$ cat src/rtl/mips_cpu_pkg.sv
// Shared types for the MIPS CPU data-side bridge: access sizes, bridge FSM states
// and the word byte-offset mask.
package mips_cpu_pkg;

  typedef enum logic [1:0] {
    SZ_BYTE = 2'd0,
    SZ_HALF = 2'd1,
    SZ_WORD = 2'd2
  } mem_size_t;

  typedef enum logic [1:0] {
    IDLE   = 2'd0,
    ACCESS = 2'd1,
    RESP   = 2'd2
  } bridge_state_t;

  // Byte-offset bits within a 32-bit word.
  localparam logic [1:0] WORD_MASK = 2'b11;

  // The unused encoding 3 behaves as a full word access.
  function automatic mem_size_t decode_size(input logic [1:0] raw);
    mem_size_t sz;
    case (raw)
      2'd0:    sz = SZ_BYTE;
      2'd1:    sz = SZ_HALF;
      default: sz = SZ_WORD;
    endcase
    return sz;
  endfunction

endpackage

$ cat src/rtl/mips_cpu_lane_align.sv
// Combinational lane logic: byte enables, store-data replication, load extraction
// with sign/zero extension, and the misalignment flag.
module mips_cpu_lane_align
  import mips_cpu_pkg::*;
(
  input  logic [1:0]  addr_lo_i,
  input  logic [1:0]  size_i,
  input  logic        signed_i,
  input  logic [31:0] wdata_i,
  input  logic [31:0] rdata_i,
  output logic [3:0]  byteen_o,
  output logic [31:0] wdata_o,
  output logic [31:0] rdata_o,
  output logic        misalign_o
);

  mem_size_t   size;
  logic [7:0]  byte_sel;
  logic [15:0] half_sel;

  always_comb begin
    size = decode_size(size_i);
    case (addr_lo_i)
      2'd0:    byte_sel = rdata_i[7:0];
      2'd1:    byte_sel = rdata_i[15:8];
      2'd2:    byte_sel = rdata_i[23:16];
      default: byte_sel = rdata_i[31:24];
    endcase
    half_sel = addr_lo_i[1] ? rdata_i[31:16] : rdata_i[15:0];

    byteen_o   = 4'b1111;
    wdata_o    = wdata_i;
    rdata_o    = rdata_i;
    misalign_o = 1'b0;
    case (size)
      SZ_BYTE: begin
        byteen_o = 4'b0001 << addr_lo_i;
        wdata_o  = {4{wdata_i[7:0]}};
        rdata_o  = {{24{signed_i & byte_sel[7]}}, byte_sel};
      end
      SZ_HALF: begin
        byteen_o   = 4'b0011 << addr_lo_i;
        wdata_o    = {2{wdata_i[15:0]}};
        rdata_o    = {{16{signed_i & half_sel[15]}}, half_sel};
        misalign_o = addr_lo_i[0];
      end
      default: begin
        misalign_o = |(addr_lo_i & WORD_MASK);
      end
    endcase
  end

endmodule

$ cat src/rtl/mips_cpu_data_bridge.sv
// Data-side bridge: turns the core's single-cycle load/store into a waited,
// word-addressed bus access and stalls the core until the response cycle.
module mips_cpu_data_bridge
  import mips_cpu_pkg::*;
#(
  parameter int ADDR_W = 32
) (
  input  logic              clk,
  input  logic              reset,
  input  logic              req_valid,
  input  logic              req_write,
  input  logic [1:0]        req_size,
  input  logic              req_signed,
  input  logic [ADDR_W-1:0] req_addr,
  input  logic [31:0]       req_wdata,
  output logic              stall,
  output logic              rsp_valid,
  output logic [31:0]       rsp_rdata,
  output logic              rsp_error,
  output logic [ADDR_W-1:0] avm_address,
  output logic              avm_read,
  output logic              avm_write,
  output logic [3:0]        avm_byteenable,
  output logic [31:0]       avm_writedata,
  input  logic [31:0]       avm_readdata,
  input  logic              avm_waitrequest
);

  bridge_state_t     state_q;
  logic              write_q;
  logic [1:0]        size_q;
  logic              signed_q;
  logic [1:0]        addr_lo_q;
  logic [ADDR_W-1:0] avm_address_q;
  logic              avm_read_q;
  logic              avm_write_q;
  logic [3:0]        avm_be_q;
  logic [31:0]       avm_wd_q;
  logic              rsp_valid_q;
  logic [31:0]       rsp_rdata_q;
  logic              rsp_error_q;

  logic [1:0]  lane_addr_d;
  logic [1:0]  lane_size_d;
  logic [3:0]  lane_be;
  logic [31:0] lane_wd;
  logic [31:0] lane_rd;
  logic        lane_misalign;

  // In IDLE the lane logic looks at the live request; afterwards at the
  // registered one so load extraction uses the captured address and size.
  assign lane_addr_d = (state_q == IDLE) ? req_addr[1:0] : addr_lo_q;
  assign lane_size_d = (state_q == IDLE) ? req_size      : size_q;

  mips_cpu_lane_align u_lane_align (
    .addr_lo_i  (lane_addr_d),
    .size_i     (lane_size_d),
    .signed_i   (signed_q),
    .wdata_i    (req_wdata),
    .rdata_i    (avm_readdata),
    .byteen_o   (lane_be),
    .wdata_o    (lane_wd),
    .rdata_o    (lane_rd),
    .misalign_o (lane_misalign)
  );

  always_ff @(posedge clk or negedge reset) begin
    if (!reset) begin
      state_q       <= IDLE;
      write_q       <= 1'b0;
      size_q        <= 2'd0;
      signed_q      <= 1'b0;
      addr_lo_q     <= 2'd0;
      avm_address_q <= '0;
      avm_read_q    <= 1'b0;
      avm_write_q   <= 1'b0;
      avm_be_q      <= 4'd0;
      avm_wd_q      <= 32'd0;
      rsp_valid_q   <= 1'b0;
      rsp_rdata_q   <= 32'd0;
      rsp_error_q   <= 1'b0;
    end else begin
      case (state_q)
        IDLE: begin
          if (req_valid) begin
            write_q   <= req_write;
            size_q    <= req_size;
            signed_q  <= req_signed;
            addr_lo_q <= req_addr[1:0];
            if (lane_misalign) begin
              state_q     <= RESP;
              rsp_valid_q <= 1'b1;
              rsp_error_q <= 1'b1;
              rsp_rdata_q <= 32'd0;
            end else begin
              state_q       <= ACCESS;
              avm_address_q <= {req_addr[ADDR_W-1:2], 2'b00};
              avm_read_q    <= ~req_write;
              avm_write_q   <= req_write;
              avm_be_q      <= lane_be;
              avm_wd_q      <= req_write ? lane_wd : 32'd0;
            end
          end
        end
        ACCESS: begin
          // Outputs stay frozen until the slave drops waitrequest.
          if (!avm_waitrequest) begin
            state_q       <= RESP;
            avm_address_q <= '0;
            avm_read_q    <= 1'b0;
            avm_write_q   <= 1'b0;
            avm_be_q      <= 4'd0;
            avm_wd_q      <= 32'd0;
            rsp_valid_q   <= 1'b1;
            rsp_error_q   <= 1'b0;
            rsp_rdata_q   <= write_q ? 32'd0 : lane_rd;
          end
        end
        RESP: begin
          state_q     <= IDLE;
          rsp_valid_q <= 1'b0;
          rsp_error_q <= 1'b0;
          rsp_rdata_q <= 32'd0;
        end
        default: begin
          state_q <= IDLE;
        end
      endcase
    end
  end

  assign stall          = ((state_q == IDLE) && req_valid) || (state_q == ACCESS);
  assign rsp_valid      = rsp_valid_q;
  assign rsp_rdata      = rsp_rdata_q;
  assign rsp_error      = rsp_error_q;
  assign avm_address    = avm_address_q;
  assign avm_read       = avm_read_q;
  assign avm_write      = avm_write_q;
  assign avm_byteenable = avm_be_q;
  assign avm_writedata  = avm_wd_q;

endmodule

$ cat config.mk
export PLATFORM = sky130hd
export DESIGN_NAME = mips_cpu_data_bridge
export DESIGN_NICKNAME = d
export VERILOG_FILES = /design/src/rtl/mips_cpu_pkg.sv /design/src/rtl/mips_cpu_lane_align.sv /design/src/rtl/mips_cpu_data_bridge.sv
export SDC_FILE = /design/constraint.sdc
export NUM_CORES = 1
export LEC_CHECK = 0
export CAP_MARGIN = 10
export CORE_UTILIZATION = 49
export DETAILED_ROUTE_END_ITERATION = 7
export GPL_TIMING_DRIVEN = 1
export PLACE_DENSITY = 0.87
export SLEW_MARGIN = 20
export SYNTH_ARGS = -nofsm -noshare
export SYNTH_HDL_FRONTEND = slang
export SYNTH_SLANG_ARGS = --single-unit
export TNS_END_PERCENT = 5
$ cat constraint.sdc
create_clock -name clk -period 3.8 [get_ports clk]
set_input_delay 0.76 -clock clk [delete_from_list [all_inputs] [get_ports clk]]
set_output_delay 0.76 -clock clk [all_outputs]
set_load 0.02 [all_outputs]
; ---- Word-level counts from Yosys, hierarchy flattened
; Index checks and enable logic that the tools add are counted.
[totals]
word_cells = 83
register_bits = 112
in_bits = 104
[classes]
n_reduce_logical = 13
shifts = 2
n_bitwise = 3
n_eq_ne = 10
n_mux = 42
[ops]
columns = operator, count
row1 = $mux 32, 10
row2 = $pmux 32 s2, 4
row3 = $pmux 32 s3, 1
row4 = $pmux 8 s3, 1
row5 = $mux 16, 1
row6 = $pmux 4 s2, 2
row7 = $mux 4, 3
row8 = $mux 2, 5
row9 = $eq 2x1->1 const B, 4
row10 = $logic_not 2->1, 4
row11 = $mux 1, 8
row12 = $ne 2x2->1 const B, 4
row13 = $pmux 2 s2, 2
row14 = $reduce_and 4->1, 2
row15 = $pmux 1 s2, 3
row16 = $pmux 1 s3, 2
row17 = $eq 2x2->1 const B, 2
row18 = $reduce_and 2->1, 2
row19 = $shl 1x2->4 const A, 1
row20 = $shl 2x2->4 const A, 1
row21 = $reduce_bool 3->1, 1
row22 = $and 1x1->1, 2
row23 = $reduce_bool 2->1, 1
row24 = $reduce_or 2->1, 1
row25 = other kinds (3), 3

; ---- Depth between registers and ports, before layout
[depth]
ltp_word = 10
mapped_depth = 10
depth_no_buf = 7

; ---- Cells and area by module
; A second synthesis with hierarchy kept.
[hier_totals]
cells_unflattened = 608
hier_area_um2 = 6157.2
[by_module_without_submodules]
columns = mod, cells_per_inst, seq_area_each_um2, instances, area_each_um2
row1 = mips_cpu_data_bridge, 443, 2752.6, 1, 5011.1
row2 = mips_cpu_lane_align, 165, 0.0, 1, 1146.1

; ---- Least setup slack after synthesis
; OpenSTA, ideal clock, no wires.
[synth_path]
kind = register to output
startpoint = reg state_q[0]
endpoint = out stall
path_stages_with_launch = 8
path_buffers = 3
required_time_ns = 3.040
arrival_time_ns = 1.575
slack_ns = 1.465
path_cell_list = dfrtp_1 > inv_1 > ha_1 > buf_6 > buf_6 > buf_2 > nand2_1 > nand2b_1
[synth_via]
elab_chain_len = 3
[synth_rtl]
columns = item, line
row1 = start: declaration, mips_cpu_data_bridge.sv:29  ; bridge_state_t state_q;
row2 = start signal: assignment, mips_cpu_data_bridge.sv:69  ; state_q <= IDLE;
row3 = start signal: assignment, mips_cpu_data_bridge.sv:91  ; state_q <= RESP;
row4 = start signal: assignment, mips_cpu_data_bridge.sv:96  ; state_q <= ACCESS;
row5 = $logic_not 2->1, mips_cpu_data_bridge.sv:132  ; assign stall = ((state_q == IDLE) && req_valid) || (state_q == ACCESS);
row6 = $logic_and 1x1->1, mips_cpu_data_bridge.sv:132
row7 = $logic_or 1x1->1 (*), mips_cpu_data_bridge.sv:132
row8 = end: declaration, mips_cpu_data_bridge.sv:16  ; output logic stall,
; Every way passes the cells marked *; elsewhere a longest branch is shown, timed or not.

; ---- Final worst setup path
[layout_path]
startpoint = in req_valid
endpoint = out stall
[layout_via]
elab_chain_len = 2
[layout_rtl]
columns = item, line
row1 = start: declaration, mips_cpu_data_bridge.sv:10  ; input logic req_valid,
row2 = $logic_and 1x1->1, mips_cpu_data_bridge.sv:132
row3 = $logic_or 1x1->1, mips_cpu_data_bridge.sv:132
; Every way passes these cells.

==> impl_metrics.py <==
metrics = {
    "setup_path": {
        "cp-start-kind": "primary input",
        "r2r-end": "avm_writedata[6]",
        "cp.required_ns": 3.04,
        "regToRegSetupSlack_ns": 0.95,
        "ff2ff_path_depth": 8,
        "r2r_start": "state_q[0]",
        "cp_data_arrival_time_ns": 2.38,
        "critPathCaptureType": "output pin",
        "path_class": "primary input to output pin",
        "worst-path-max-fanout": 8,
    },
    "layout": {
        "syn2layout_area_growth_pct": 40.5,
        "antennaDiodeCount": 0,
        "fin_cells": 858,
        "utilization_pct": 71.8,
        "nets": 818,
        "mostFrequentLayoutCells": "205 x clkdlybuf4s50_1, 110 x dfrtp_1, 48 x mux2i_1, 35 x mux2_4, 33 x nor2b_1",
        "final_common_cell": "clkdlybuf4s50_1",
        "drive_gt1_share_pct": 14.1,
        "nFillCells": 860,
    },
    "sta": {
        "slew_violations": 0,
        "fmax_ghz": 0.319,
        "setup_ws_ns": 0.664,
        "setup_viol": 0,
        "fin_setup_tns_ns": 0,
        "fin_skew_ns": 0.0118,
        "hold_viol": 0,
        "period_share_pct": 82.5,
        "rsz0062_at_grt": "no",
        "worst_pin_slew_ns": 1.01,
        "relSlewSlack_pct": 32.2,
        "fin_crit_ns": 3.14,
    },
    "synthesis": {
        "syn_area_per_cell_um2": 11.4,
        "synth_edf_count": 0,
        "netlist_area_um2": 5940,
        "muxShareOfSynthArea_pct": 19.4,
        "yosysSeqAreaShare_pct": 46.4,
        "synth.area.top_cells": "dfrtp_1 46%, mux2_4 8.9%, mux2i_1 8.3%",
        "synth-seq-cells": 110,
        "synth_top_area_share_pct": 46.4,
        "yosys.area_share.simple_pct": 12.2,
        "yosys_most_used_dff": "dfrtp_1",
        "synthArstFlopShare_pct": 100,
        "synth_cell_type_count": 58,
        "synth-xor-area-share_pct": 0,
        "synth_top_family_by_area": "multiplexers",
        "synth_top_area_cell": "dfrtp_1",
        "synth_compound_area_share_pct": 16.3,
        "synth_fa_ha_area_share_pct": 0.843,
        "netlist_instances": 520,
        "synth_warnings": 0,
    },
    "global_route": {
        "overflow": 0,
        "grt_max_degree": 79,
        "grt_pass1_vias": 5106,
        "grt.total_usage_pct": 27.1,
        "grt_first_pass_wirelength_mm": 26.9,
        "antenna_found_initial": 0,
    },
    "place": {
        "gp_congestion": 0.894,
        "port_buffers": 206,
        "dpl.cell_count": 842,
        "dp_slack_ns": 0.670,
        "place_hpwl_mm": 11.9,
    },
    "clock_network": {
        "cts_tree": "done",
        "cts_resized": 0,
        "cts_hold_buf": 0,
        "clock_path_buffers": 2,
        "cts_inserted_buffers": 9,
        "htreeDepth": 3,
        "clock-sinks": 110,
        "clk_pin_slew_ns": 0.07,
        "root_buffer": "clkbuf_16",
        "post_cts_buffers": 0,
        "insertion_delay_ns": 0.35,
    },
    "floorplan": {
        "die_w_um": 112,
        "dieHeight_um": 112,
        "ios": 209,
        "die_area_um2": 12600,
        "core_um2": 11600,
        "rows": 39,
        "initial_core_util_pct": 51.1,
    },
    "worst_hold_path": {
        "min_to": "avm_write",
        "whs_path_depth": 1,
        "holdCritStartpoint": "avm_write",
        "holdCritPathClass": "flop to flop",
    },
    "run_status": {
        "status": "complete, but fails checks",
        "violations": "design-rule violations",
    },
    "routing": {
        "wl_met1_mm": 6.92,
        "wire_per_inst_um": 19.4,
        "wl_mm": 16.7,
        "drtAntennaViolNets": 0,
        "vias": 4918,
        "route.met3.wl_mm": 1.03,
        "wl_met2_mm": 8.20,
        "drc_errors": 4,
        "routed_via_density": 5.73,
        "drt_iter0_drc": 270,
        "topRoutingLayerUsed": "met4",
        "dr.pass1.iters": 8,
    },
    "power_and_ir_drop": {
        "vdd_drop_max_mv": 0.455,
        "p_total_mw": 6.97,
        "power.density_nw_per_um2": 836,
        "leakagePower_nw": 3.74,
    },
    "job": {
        "cap_violations": 0,
    },
}
==> logic make-up after synthesis <==
| kind of cell | count (synthesis) |
|---|---|
| adder cells (fa/ha/maj) | 4 |
| flip-flops | 110 |
| multiplexers | 95 |
| AO/OA/AOI/OAI | 132 |
| other | 1 |
| AND/OR/NAND/NOR | 130 |
| buffers and inverters | 48 |
==> worst max-delay path: stages <==
cell,delay [ns]
clkdlybuf4s50_1,0.55
nand2_1,0.26
nand2b_1,0.15
clkdlybuf4s50_1,0.64
==> final cells by class <==
cell class              instances  area (um2)  area share (%)
clock buffers                   9         225            2.70
clock inverters                 7        72.6           0.870
inverters                       6        22.5           0.270
multi-input cells             363        2910            34.9
flip-flops and latches        110        2750            33.0
well taps                     143         179            2.15
repair buffers                220        2180            26.1
==> report_power, final <==
| part | total [mW] | internal [mW] | switching, mW |
|---|---|---|---|
| Clock | 0.959 | 0.514 | 0.444 |
| Combinational | 4.06 | 1.97 | 2.10 |
| Sequential | 1.95 | 1.62 | 0.327 |
| Total | 6.97 | 4.10 | 2.87 |
==> per-layer routing <==
metal	vias up	track usage, %
met3	32	4.37
li1	2260	-
met2	215	43.9
met4	0	12.2
met5	-	0
met1	2411	36.1
==> flip-flops by register name, summed over array words and instances (netlist names) <==
| register | cells |
|---|---|
| addr_lo_q | 2 |
| avm_address | 30 |
| avm_byteenable | 4 |
| avm_read | 1 |
| avm_write | 1 |
| avm_writedata | 32 |
| rsp_error | 1 |
| rsp_rdata | 32 |
| rsp_valid | 1 |
| signed_q | 1 |
| size_q | 2 |
| state_q | 2 |
| write_q | 1 |
==> metrics by stage <==
step | cell area (um2) | hold slack (ns)
3_3_place_gp | 8040 | 0.460
6_report | 8340 | 0.482
4_1_cts | 8340 | 0.485
3_5_place_dp | 8040 | 0.469
2_1_floorplan | 5940 | 0.464
5_1_grt | 8340 | 0.497
==> worst max path at each step <==
stage	start	end	slack, ns
floorplan	state_q[0]	stall	1.46
global placement	req_valid	stall	0.75
detailed placement	req_valid	stall	0.67
CTS	req_valid	stall	0.66
global route	req_valid	stall	0.60
finish	req_valid	stall	0.66
==> synth_stat cells, types with 3 or more instances <==
cell and instances:
a21oi_1 16, a22o_1 16, a22oi_1 7, a31oi_1 15
and3_1 15, buf_2 8, buf_4 6, buf_6 10
clkbuf_1 15, dfrtp_1 110, ha_1 4, inv_1 6
mux2_2 9, mux2_4 35, mux2i_1 49, nand2_1 24
nand2b_1 3, nand3_1 9, nor2_1 22, nor2b_1 33
nor3_1 3, o21ai_0 23, o21ai_1 11, o21ai_2 3
o2bb2ai_1 16, o31ai_1 8, or2_2 5
Power figures use the tool's default switching activity.
